$ cat src/rtl/gc_ram_scheduler.sv
// gc_ram_scheduler: round-robin arbiter for the shared 32-byte SRAM read port.
// Grants one of four controller ports, then acks after READ_LATENCY clocks.
module gc_ram_scheduler #(
   parameter int unsigned READ_LATENCY = 1
) (
   input  logic        clk,
   input  logic        reset,
   input  logic [3:0]  req,
   input  logic [11:0] port_addr,
   output logic [4:0]  ram_addr,
   output logic [3:0]  ack,
   output logic [1:0]  grant,
   output logic        busy
);

   typedef enum logic [1:0] {S_IDLE, S_WAIT, S_ACK} state_t;

   localparam logic [3:0] CNT_INIT = 4'(READ_LATENCY - 1);

   state_t     state, state_nx;
   logic [1:0] last, last_nx;
   logic [1:0] grant_nx, pick;
   logic [3:0] cnt, cnt_nx;
   logic [3:0] ack_nx;
   logic [4:0] addr_nx;
   logic       busy_nx, found;
   logic [2:0] pick_addr;

   // first requesting port after the last one served, wrapping mod 4
   always_comb begin
      pick  = last;
      found = 1'b0;
      for (int i = 1; i <= 4; i++) begin
         if (!found && req[last + 2'(i)]) begin
            pick  = last + 2'(i);
            found = 1'b1;
         end
      end
   end

   // byte address field of the candidate port
   always_comb begin
      pick_addr = port_addr[2:0];
      unique case (pick)
         2'd0: pick_addr = port_addr[2:0];
         2'd1: pick_addr = port_addr[5:3];
         2'd2: pick_addr = port_addr[8:6];
         2'd3: pick_addr = port_addr[11:9];
         default: pick_addr = port_addr[2:0];
      endcase
   end

   // next-state and registered-output logic; abort wins over ack
   always_comb begin
      state_nx = state;
      last_nx  = last;
      cnt_nx   = cnt;
      grant_nx = grant;
      addr_nx  = ram_addr;
      ack_nx   = ack;
      busy_nx  = busy;
      unique case (state)
         S_IDLE: begin
            if (found) begin
               grant_nx = pick;
               addr_nx  = {pick, pick_addr};
               busy_nx  = 1'b1;
               cnt_nx   = CNT_INIT;
               state_nx = S_WAIT;
            end
         end
         S_WAIT: begin
            if (!req[grant]) begin
               busy_nx  = 1'b0;
               last_nx  = grant;
               state_nx = S_IDLE;
            end else if (cnt == 4'd0) begin
               ack_nx   = 4'b0001 << grant;
               state_nx = S_ACK;
            end else begin
               cnt_nx = cnt - 4'd1;
            end
         end
         S_ACK: begin
            if (!req[grant]) begin
               ack_nx   = 4'b0000;
               busy_nx  = 1'b0;
               last_nx  = grant;
               state_nx = S_IDLE;
            end
         end
         default: state_nx = S_IDLE;
      endcase
   end

   // state and output registers; reset favours port 0 first
   always_ff @(posedge clk or negedge reset) begin
      if (!reset) begin
         state    <= S_IDLE;
         last     <= 2'd3;
         cnt      <= 4'd0;
         grant    <= 2'd0;
         ram_addr <= 5'd0;
         ack      <= 4'd0;
         busy     <= 1'b0;
      end else begin
         state    <= state_nx;
         last     <= last_nx;
         cnt      <= cnt_nx;
         grant    <= grant_nx;
         ram_addr <= addr_nx;
         ack      <= ack_nx;
         busy     <= busy_nx;
      end
   end

endmodule

$ cat config.mk
export PLATFORM = sky130hd
export DESIGN_NAME = gc_ram_scheduler
export DESIGN_NICKNAME = d
export VERILOG_FILES = /design/src/rtl/gc_ram_scheduler.sv
export SDC_FILE = /design/constraint.sdc
export NUM_CORES = 1
export LEC_CHECK = 0
export ABC_AREA = 1
export BUFFER_PORTS_ARGS = -buffer_cell sky130_fd_sc_hd__buf_2
export CORE_ASPECT_RATIO = 0.8
export CORE_MARGIN = 8
export CORE_UTILIZATION = 25
export CTS_CLUSTER_DIAMETER = 80
export DETAILED_ROUTE_END_ITERATION = 7
export PLACE_DENSITY_LB_ADDON = 0.08
export RECOVER_POWER = 100
export SLEW_MARGIN = 20
export SYNTH_ARGS = -nofsm -noshare
export SYNTH_HDL_FRONTEND = slang
export SYNTH_SLANG_ARGS = --single-unit
$ cat constraint.sdc
create_clock -name clk -period 2.6 [get_ports clk]
set_input_delay 0.52 -clock clk [delete_from_list [all_inputs] [get_ports clk]]
set_output_delay 0.52 -clock clk [all_outputs]
set_load 0.05 [all_outputs]
; ---- Word-level counts from Yosys, hierarchy flattened
; Index checks and enable logic that the tools add are counted.
[totals]
reg_bits = 20
latch_bits = 0
ramBits = 0
mem_bits_ro = 0
n_memories = 0
[classes]
n_addsub = 4
mul = 0
n_div = 0
n_lt_le_gt_ge = 5
eq_ne = 12
n_shift = 1
n_mux = 35
bitwise = 1
reduce_logical = 19
[op_table]
columns = operator, count
row1 = $mux 4, 6
row2 = $mux 2, 8
row3 = $pmux 4 s2, 2
row4 = $lt 2x3->1 const B, 5
row5 = $ne 2x2->1 const B, 6
row6 = $pmux 3 s4, 1
row7 = $mux 1, 11
row8 = $bmux 1 s2, 5
row9 = $reduce_and 4->1, 2
row10 = $eq 2x2->1 const B, 3
row11 = $pmux 2 s3, 1
row12 = $reduce_and 3->1, 2
row13 = $reduce_bool 2->1, 3
row14 = $add 2x2->2 const B, 2
row15 = $eq 2x1->1 const B, 2
row16 = $logic_not 2->1, 2
row17 = $logic_not 4->1, 1
row18 = $reduce_and 2->1, 2
row19 = $shl 1x2->4 const A, 1
row20 = $sub 4x1->4 const B, 1
row21 = $logic_and 1x1->1, 3
row22 = $logic_not 1->1, 3
row23 = $ne 3x3->1 const B, 1
row24 = $add 2x1->2 const B, 1
row25 = 3 further kinds, 3

; ---- Longest topological paths before layout
; Gate-level depths: netlist of run 1.
[depth]
word_depth = 15
depth_mapped = 15
mapped_depth_nobuf = 14

; ---- Worst setup path after synthesis of run 1
; No wires, ideal clock.
[synth_path]
kind = register to register
startpoint = reg ram_addr[4] (netlist name)
endpoint = reg ack[0]
arrival_ps = 1761
slack_ps = 710
path_stages_with_launch = 9
path_buffers = 0
synth_period_minus_slack_ps = 1890
path_cell_list = dfrtp_1 > inv_1 > nand3_1 > nand4_1 > nand2_1 > o21ai_0 > nand2_1 > nand2_1 > o21ai_0
[synth_lines]
columns = element, line_no
row1 = "end signal, assigned", 112  ; ack <= ack_nx;
row2 = "end, declared", 11  ; output logic [3:0] ack,

; ---- Worst setup path after layout of run 1
[layout_path]
startpoint = reg last[0]
endpoint = reg ram_addr[2]
[layout_between]
elab_chain_cells = 15
word_cells_on_any_way = 31
[layout_lines]
columns = element, line_no
row1 = "start, declared", 21  ; logic [1:0] last, last_nx;
row2 = "start signal, assigned", 108  ; last <= last_nx;
row3 = $add 2x1->2, "34, 35"
row4 = $bmux 1 s2, 34  ; if (!found && req[last + 2'(i)]) begin
row5 = $mux 1 (not written as such), 34
row6 = $mux 1, 34
row7 = $logic_not 1->1, 34
row8 = $logic_and 1x1->1, 34
row9 = $mux 1, 34
row10 = $logic_not 1->1, 34
row11 = $logic_and 1x1->1, 34
row12 = $mux 1, 34
row13 = $logic_not 1->1, 34
row14 = $logic_and 1x1->1, 34
row15 = $mux 2, 34
row16 = $eq 2x2->1 (tied with other cells), 44  ; unique case (pick)
row17 = $pmux 3 s4, 44
row18 = "end signal, assigned", 111  ; ram_addr <= addr_nx;
row19 = "end, declared", 10  ; output logic [4:0] ram_addr,
; Several ways; a longest one is shown, not always the timed one. The select of a mux whose other input is x is not followed.
; A chain may end at the register's enable or synchronous reset.

==> results.md, run 1 <==
* Status: finished clean
* Hold Path Class: in2async
* Post-synth cell types at 24
* Yosys reg bits at 18
* First-pass GRT wire length at 6670 µm
* Final min period at approximately 2.2 ns
* Net Count, Synth at ~240
* Number of hold violations in the final report at 0
* Drt pass-1 iters at 4
* Area leader, netlist: dfrtp_1
* Chip Height at 86.4 µm
* Clk_lat worst skew at 0.26 ns
* EDFF count, synth at 0
* Crit path DAT at around 2.4 ns
* Fraction of registers with async set/reset at 100%
* Sink Count at 18
* Cell Area, Synth at roughly 1500 µm²
* Die footprint at ~9000 µm²
* Worst Clk Skew at around 0.0039 ns
* Top Ports at 30
* CP Capture Type: flop
* CTS tree: built
* Crit start category: flop
* Wire length per cell at roughly 12 µm
* Post-synth top cells: nand2_1, inv_1, nand3_1, dfrtp_1, o21ai_0
* Drt first-iter violations at between 60 and 70
* Routed Antenna Nets at 0
* Layout area overhead at 15.1%
* DRC at 0
* Critical path required time at 2.76 ns
* # H-tree levels at 1
* Worst-case clock buffer depth at 2
* Synth top area share at 25.8%
* FMAX at 0.448 GHz
* # hold bufs at CTS at 0
* Synth top area cells: dfrtp_1, nand2_1, nand3_1, nand2_4, inv_1
* Setup violations, final at 0
* Max-slew violations at 0
* Via count at 1,361
* Fraction of layout cells with a size suffix above 1 at 22.5%
* Initial antenna violation count at 0
* Avg Cell Area, Syn at approximately 7.2 µm²
* Most instantiated library cell after synthesis: nand2_1
* HPWL after DPL at between 3000 and 4000 µm
* Slew @ Worst Pin at 1.03 ns
* Prevailing post-synth register cell: dfrtp_1
* Core Area at 5940 µm²
* Vias per inst at 4.19
* Largest net degree at the start of global routing at 19
* Post-Route WL at ~4000 µm
* RSZ-0062 raised after global routing: no
* Setup Buffers After CTS at 0
* Initial core utilization at approximately a quarter
* Clk root buf: clkbuf_8
* Synth warnings at 0
* Total gr overflow at 0
* Number of placement rows at 25
* Total CTS buffers at 3
* CP Class: reg2reg
* Die W at roughly 100 µm
* Nets at 269
* Finished Core Util at between 30% and 40%
* # diodes at 0
* Buffers on Ports at 29
* Setup TNS at 0 ns
* Final hold slack at ~0.42 ns
* Max cap viols at 0
* Post-synthesis sequential area ratio at 29.2%
* Clock transition at path regs at 0.07 ns
* Gr usage total at between 8 and 9%
* Crit-path max FO at 14
* Relative slew slack at 31.2%
* Vias in the first global route at approximately 1.4k
* Gpl congestion at 0.745
* Cells after synthesis at 215
* Quantity of gates resized following cts at 0
* Tcrit/Tclk final at 85.8%
-- per-stage QoR --
stage                     instance area [µm²]  worst slack (ns)  std cells
final                                    1780             0.370        325
after global routing                     1780             0.156        325
after CTS                                1800             0.484        325
after detailed placement                 1760             0.490        321
after global placement                   1760             0.472        321
after floorplan                          1550             0.710        215
-- placed cells by master (no fill, tap or decap), drive strengths merged --
master and n:
a21oi 3, buf 16, clkbuf 18, dfrtp 16, dfstp 2, ha 6, inv 29, nand2 86
nand3 30, nand3b 4, nand4 5, nor2 6, o21ai 18, o31ai 3, xor2 2
-- sequential cells by signal, summed over array words and instances (netlist names) --
name,flops
state,2
ack,4
busy,1
cnt,4
last,2
ram_addr,5
-- worst paths after layout --
kind / endpoint / cells after the start / slack, ns / start
worst min register to register: cnt[1]$_DFFE_PN0P_ / 2 / 0.48 / cnt[1]$_DFFE_PN0P_
min in group clk: cnt[1]$_DFFE_PN0P_ / 2 / 0.48 / cnt[1]$_DFFE_PN0P_
worst max register to register: ram_addr[2]$_DFFE_PN0P_ / 13 / 0.37 / last[0]$_DFFE_PN1P_
worst min-delay path: ack[3]$_DFFE_PN0P_ / 1 / 0.42 / reset
worst max-delay path: ram_addr[2]$_DFFE_PN0P_ / 13 / 0.37 / last[0]$_DFFE_PN1P_
max in group asynchronous: cnt[3]$_DFFE_PN0P_ / 1 / 1.56 / reset
-- kinds of logic (layout without fill, tap and decap cells) --
logic type | Yosys count | after routing | synth area share [%]
adder cells (fa/ha/maj) | 6 | 6 | 4.85
buffers and inverters | 34 | 63 | 9.93
AND/OR/NAND/NOR | 131 | 131 | 46.6
XOR/XNOR | 2 | 2 | 1.13
flip-flops | 18 | 18 | 29.2
AO/OA/AOI/OAI | 24 | 24 | 8.24
-- critical path, cell delays in order (launching register included) --
cell	delay, ns
dfstp_2	0.69
inv_1	0.29
nand2_1	0.12
nand2_1	0.13
nand2_4	0.12
nand2_4	0.09
nor2_8	0.15
nand3_4	0.12
nand2_4	0.13
nand4_1	0.09
nand2_1	0.07
inv_1	0.04
nand2_1	0.05
nand2_1	0.04
-- layout make-up --
cell class / count / area (µm²)
Fill cell: 696 / 4160
Multi-Input combinational cell: 163 / 942
Sequential cell: 18 / 453
Timing Repair Buffer: 30 / 133
Inverter: 29 / 109
Tap cell: 81 / 101
Clock buffer: 4 / 45.0
-- routing by layer --
layer  GRT usage (%)  part of all wire, %  up-vias
li1                -                    -      747
met1            12.6                   57      587
met2            12.8                   38       25
met3            3.04                  4.6        2
met4            1.57                 0.45        0
met5               0                    0        -
Power of run 1 is not shown: default switching activity piles up to over one toggle a cycle in this logic, so the estimate is an artifact.
==> inputs of run 2 (changes only) <==
--- a/config.mk
+++ b/config.mk
@@ -8,11 +8,10 @@
 export ABC_AREA = 1
 export BUFFER_PORTS_ARGS = -buffer_cell sky130_fd_sc_hd__buf_2
 export CORE_ASPECT_RATIO = 0.8
-export CORE_MARGIN = 8
 export CORE_UTILIZATION = 25
 export CTS_CLUSTER_DIAMETER = 80
 export DETAILED_ROUTE_END_ITERATION = 7
-export PLACE_DENSITY_LB_ADDON = 0.08
+export PLACE_DENSITY = 0.46
 export RECOVER_POWER = 100
 export SLEW_MARGIN = 20
 export SYNTH_ARGS = -nofsm -noshare
==> run 2 against run 1 <==
- cell count down 0.31%
- worst setup slack worse by 0.096 ns
- core utilization down 0.063 points
- sequential share of layout area up 0.054 points
- via count up 1.8%
- maximum frequency down 4.1%
- critical path type unchanged
==> results.md, run 2 (synthesis gave the netlist of run 1 again) <==
* # diodes at 0 (unchanged)
* Most frequent cells in the layout: nand2_1, inv_1, nand3_1 (unchanged)
* Most common cell on crit path: nand2_1 (unchanged)
* # fillers at 684 (was 696)
* Crit start category: flop (unchanged)
* Clk_lat worst skew at 0.25 ns (was 0.26 ns)
* Nets at 268 (was 269)
* Final hold slack at 0.407 ns (was 0.418 ns)
* Initial core utilization at 26.1% (unchanged)
* Max-slew violations at 0 (unchanged)
* Vias per inst at 4.27 (was 4.19)
* Crit path max-delay cell type: dfstp_1 (was dfstp_2)
* Initial antenna violation count at 0 (unchanged)
* Largest regs: ram_addr x5, ack x4, cnt x4 (unchanged)
* Post-Route WL at 3660 µm (was 3990 µm)
* Buf+Inv Stages, Crit Path at 2 (unchanged)
* Slew @ Worst Pin at 0.991 ns (was 1.03 ns)
* Hold Path Class: in2async (unchanged)
* Slowest cell delay on critical path at 0.85 ns (was 0.69 ns)
* # H-tree levels at 1 (unchanged)
* CP Depth at 13 (unchanged)
* DRC at 0 (unchanged)
* Finished Core Util at 29.9% (was 30.0%)
* Quantity of gates resized following cts at 0 (unchanged)
* Clock transition at path regs at 0.07 ns (about the same)
* FF-to-FF Start: last[0]$_DFFE_PN1P_ (unchanged)
* Crit path DAT at 2.48 ns (was 2.39 ns)
* CP startpoint: last[0]$_DFFE_PN1P_ (unchanged)
* Routed Antenna Nets at 0 (unchanged)
* Relative slew slack at 33.9% (was 31.2%)
* Total CTS buffers at 3 (unchanged)
* Tcrit/Tclk final at 89.5% (was 85.8%)
* HPWL after DPL at 2940 µm (was 3190 µm)
* Largest reg by FF count: ram_addr (unchanged)
* Number of hold violations in the final report at 0 (unchanged)
* Final min period at 2.33 ns (was 2.23 ns)
* CP Class: reg2reg (unchanged)
* RSZ-0062 raised after global routing: no (unchanged)
* Chip Height at 72.4 µm (was 86.4 µm)
* RR Endpoint: ram_addr[1]$_DFFE_PN0P_ (was ram_addr[2]$_DFFE_PN0P_)
* Number of placement rows at 25 (unchanged)
* Max FFs per register at 5 (unchanged)
* Status: finished clean (unchanged)
* Worst Clk Skew at 0.00258 ns (was 0.00388 ns)
* Drt first-iter violations at 63 (was 65)
* CP delay by family, top: simple AND/OR/NAND/NOR gates (unchanged)
* # hold bufs at CTS at 0 (unchanged)
* Commonest non-fill, non-tap cell in the layout: nand2_1 (unchanged)
* CTS tree: built (unchanged)
* Critical path required time at 2.75 ns (was 2.76 ns)
* Die W at 90.0 µm (was 104 µm)
* Crit-path max FO at 14 (unchanged)
* FMAX at 0.430 GHz (was 0.448 GHz)
* Total gr overflow at 0 (unchanged)
* Clk root buf: clkbuf_8 (unchanged)
* Flop-to-flop setup slack at 0.27 ns (was 0.37 ns)
* CP cell instances: inv_2, nand2_1, nand2_1, nand2_4, nand2_4, nor2_8, nand3_4, nand2_4, nand4_1, nand2_1, inv_1, nand2_1, nand2_1 (was inv_1, nand2_1, nand2_1, nand2_4, nand2_4, nor2_8, nand3_4, nand2_4, nand4_1, nand2_1, inv_1, nand2_1, nand2_1)
* Wire length per cell at 11.3 µm (was 12.3 µm)
* Reg2reg path depth at 13 (unchanged)
* Fraction of layout cells with a size suffix above 1 at 22.6% (was 22.5%)
* Via count at 1,385 (was 1,361)
* Largest net degree at the start of global routing at 19 (unchanged)
* Layout area overhead at 14.9% (was 15.1%)
* Setup TNS at 0 ns (unchanged)
* Max cap viols at 0 (unchanged)
* Top Ports at 30 (unchanged)
* Die footprint at 6520 µm² (was 8990 µm²)
* Drt pass-1 iters at 4 (unchanged)
* First-pass GRT wire length at 6300 µm (was 6670 µm)
* Gpl congestion at 0.789 (was 0.745)
* Gr usage total at 12.1% (was 8.93%)
* Sink Count at 18 (unchanged)
* Worst setup path endpoint: ram_addr[1]$_DFFE_PN0P_ (was ram_addr[2]$_DFFE_PN0P_)
* CP Capture Type: flop (unchanged)
* Setup Buffers After CTS at 0 (unchanged)
* Buffers on Ports at 29 (unchanged)
* Worst-case clock buffer depth at 2 (unchanged)
* Vias in the first global route at 1,279 (was 1,384)
* Core Area at 5940 µm² (unchanged)
* Setup violations, final at 0 (unchanged)
## run 2: cell count changes in the layout (fill, tap and decap cells not counted)
cell / delta
dfstp_1: +1
inv_1: -1
inv_2: +1
dfstp_2: -1
clkbuf_1: -1
## run 2: through the flow
step / worst slack, ns / cell area (µm²) / instances
2_1_floorplan: 0.710 / 1550 / 215
3_3_place_gp: 0.502 / 1750 / 320
3_5_place_dp: 0.517 / 1750 / 320
4_1_cts: 0.518 / 1800 / 324
5_1_grt: 0.103 / 1780 / 324
6_report: 0.274 / 1780 / 324
## run 2: how the worst min path moves through the flow
stage / start / depth (start not counted) / endpoint
3_3_place_gp: ram_addr[0]$_DFFE_PN0P_ / 2 / ram_addr[0]$_DFFE_PN0P_
5_1_grt: reset / 1 / cnt[2]$_DFFE_PN0P_
6_report: reset / 1 / ack[3]$_DFFE_PN0P_
2_1_floorplan: reset / 0 / ack[0]$_DFFE_PN0P_
4_1_cts: reset / 1 / state[0]$_DFFE_PN0P_
3_5_place_dp: ram_addr[1]$_DFFE_PN0P_ / 2 / ram_addr[1]$_DFFE_PN0P_
## run 2: layout make-up
type / count / area (µm²) / share of cell area (%)
multi-input cells: 163 / 942 / 53.0
flip-flops and latches: 18 / 453 / 25.5
repair buffers: 29 / 129 / 7.24
inverters: 29 / 109 / 6.12
well taps: 81 / 101 / 5.70
clock buffers: 4 / 45.0 / 2.53
## run 2: metal layers
layer	routed length [µm]	up-vias	share of wire [%]	GRT usage (%)
met5	0	-	0	0
met4	12	0	0.33	2.15
met3	177	2	4.8	3.35
met2	1330	31	36	16.5
met1	2140	607	59	18.7
li1	-	745	-	-
Power of run 2 is left out for the same reason.
==> inputs of run 3 (changes only) <==
==> constraint.sdc (replaced) <==
create_clock -name clk -period 2.3 [get_ports clk]
set_input_delay 0.46 -clock clk [delete_from_list [all_inputs] [get_ports clk]]
set_output_delay 0.46 -clock clk [all_outputs]
set_load 0.05 [all_outputs]
==> run 3 against run 2 <==
- cell area is 0.21% lower
- critical endpoint is now cnt[2]$_DFFE_PN0P_
- clock skew up 0.0016 ns
- critical path depth is 2 lower
- sequential cell count unchanged
- global-route usage shrank 0.18 points
==> results.md, run 3 (synthesis gave the netlist of run 1 again) <==
* # fillers at 684 (unchanged)
* CP Class: reg2reg (unchanged)
* Top Ports at 30 (unchanged)
* RSZ-0062 raised after global routing: no (unchanged)
* Layout area overhead at 14.6% (was 14.9%)
* CP cell instances: inv_2, nand2_1, nand2_1, nand2_4, nand2_4, nor2_8, nand4_2, nand2_1, inv_2, nand3_1, o21ai_1 (was inv_2, nand2_1, nand2_1, nand2_4, nand2_4, nor2_8, nand3_4, nand2_4, nand4_1, nand2_1, inv_1, nand2_1, nand2_1)
* Initial core utilization at 26.1% (unchanged)
* Status: finished clean (unchanged)
* Largest net degree at the start of global routing at 19 (unchanged)
* CTS tree: built (unchanged)
* Max FFs per register at 5 (unchanged)
* Worst-case clock buffer depth at 2 (unchanged)
* Sink Count at 18 (unchanged)
* Tcrit/Tclk final at 89.1% (was 89.5%)
* Worst Clk Skew at 0.00419 ns (was 0.00258 ns)
* Setup violations, final at 0 (unchanged)
* Wire length per cell at 11.0 µm (was 11.3 µm)
* Setup TNS at 0 ns (unchanged)
* Hold Path Class: in2async (unchanged)
* FMAX at 0.488 GHz (was 0.430 GHz)
* Gpl congestion at 0.726 (was 0.789)
* Fraction of layout cells with a size suffix above 1 at 23.0% (was 22.6%)
* CP startpoint: last[0]$_DFFE_PN1P_ (unchanged)
* Worst setup path endpoint: cnt[2]$_DFFE_PN0P_ (was ram_addr[1]$_DFFE_PN0P_)
* First-pass GRT wire length at 6340 µm (was 6300 µm)
* Clock transition at path regs at 0.07 ns (about the same)
* Commonest non-fill, non-tap cell in the layout: nand2_1 (unchanged)
* Number of placement rows at 25 (unchanged)
* Most common cell on crit path: nand2_1 (unchanged)
* Routed Antenna Nets at 0 (unchanged)
* Slew @ Worst Pin at 0.997 ns (was 0.991 ns)
* Flop-to-flop setup slack at 0.25 ns (was 0.27 ns)
* Chip Height at 72.4 µm (unchanged)
* Die footprint at 6520 µm² (unchanged)
* Vias per inst at 4.26 (was 4.27)
* CP Capture Type: flop (unchanged)
* Setup Buffers After CTS at 0 (unchanged)
* Number of hold violations in the final report at 0 (unchanged)
* Clk_lat worst skew at 0.26 ns (was 0.25 ns)
* HPWL after DPL at 2900 µm (was 2940 µm)
* Nets at 269 (was 268)
* # diodes at 0 (unchanged)
* Buffers on Ports at 29 (unchanged)
* Crit start category: flop (unchanged)
* Post-Route WL at 3570 µm (was 3660 µm)
* # H-tree levels at 1 (unchanged)
* Critical path required time at 2.44 ns (was 2.75 ns)
* Slowest cell delay on critical path at 0.66 ns (was 0.85 ns)
* DRC at 0 (unchanged)
* Vias in the first global route at 1,308 (was 1,279)
* Total gr overflow at 0 (unchanged)
* Initial antenna violation count at 0 (unchanged)
* Reg2reg path depth at 11 (was 13)
* Largest regs: ram_addr x5, ack x4, cnt x4 (unchanged)
* Die W at 90.0 µm (unchanged)
* Total CTS buffers at 3 (unchanged)
* Largest reg by FF count: ram_addr (unchanged)
* Drt pass-1 iters at 4 (unchanged)
* Via count at 1,379 (was 1,385)
* FF-to-FF Start: last[0]$_DFFE_PN1P_ (unchanged)
* Max-slew violations at 0 (unchanged)
* Core Area at 5940 µm² (unchanged)
* Drt first-iter violations at 67 (was 63)
* Crit path DAT at 2.19 ns (was 2.48 ns)
* Gr usage total at 11.9% (was 12.1%)
* Most frequent cells in the layout: nand2_1, inv_1, nand3_1 (unchanged)
* Relative slew slack at 33.5% (was 33.9%)
* Crit-path max FO at 12 (was 14)
* Quantity of gates resized following cts at 0 (unchanged)
* RR Endpoint: cnt[2]$_DFFE_PN0P_ (was ram_addr[1]$_DFFE_PN0P_)
* Crit path max-delay cell type: dfstp_2 (was dfstp_1)
* Final min period at 2.05 ns (was 2.33 ns)
* Max cap viols at 0 (unchanged)
* # hold bufs at CTS at 0 (unchanged)
* Clk root buf: clkbuf_8 (unchanged)
run 3: per-stage QoR:
stage          hold WS, ns  setup slack, ns  std cells  utilization (%)  area (µm²)
3_3_place_gp         0.435            0.236        321             29.6        1760
3_5_place_dp         0.432            0.267        321             29.6        1760
5_1_grt              0.445           0.0265        324             29.9        1780
4_1_cts              0.150            0.241        324             30.3        1800
6_report             0.345            0.251        324             29.9        1780
2_1_floorplan        0.164            0.410        215                -        1550
run 3: cell type report:
| type | instances | area [µm²] | share of cell area [%] |
|---|---|---|---|
| Clock buffer | 3 | 41.3 | 2.33 |
| Sequential cell | 18 | 453 | 25.5 |
| Inverter | 29 | 109 | 6.13 |
| Tap cell | 81 | 101 | 5.71 |
| Timing Repair Buffer | 30 | 136 | 7.68 |
| Multi-Input combinational cell | 163 | 935 | 52.6 |
run 3: how the worst min path moves through the flow:
stage / start / end / slack (ns)
after floorplan: reset / ack[0]$_DFFE_PN0P_ / 0.16
after CTS: reset / ack[3]$_DFFE_PN0P_ / 0.15
after global routing: reset / ack[0]$_DFFE_PN0P_ / 0.44
after global placement: reset / ack[3]$_DFFE_PN0P_ / 0.43
after detailed placement: reset / ack[3]$_DFFE_PN0P_ / 0.43
final: reset / ack[0]$_DFFE_PN0P_ / 0.34
run 3: layer usage:
metal  vias up  share of wire, %  track usage [%]
met1       591                57             17.8
met2        34                37             17.0
li1        749                 -                -
met5         -                 0                0
met4         0              0.34             1.61
met3         5               5.8             3.77
run 3: critical path, delay by kind of cell (launching register included):
| kind | cells | cell delay [ns] |
|---|---|---|
| AO/OA/AOI/OAI | 1 | 0.06 |
| buffers and inverters | 2 | 0.24 |
| flip-flops | 1 | 0.66 |
| AND/OR/NAND/NOR | 8 | 0.96 |
Power of run 3 is left out for the same reason.
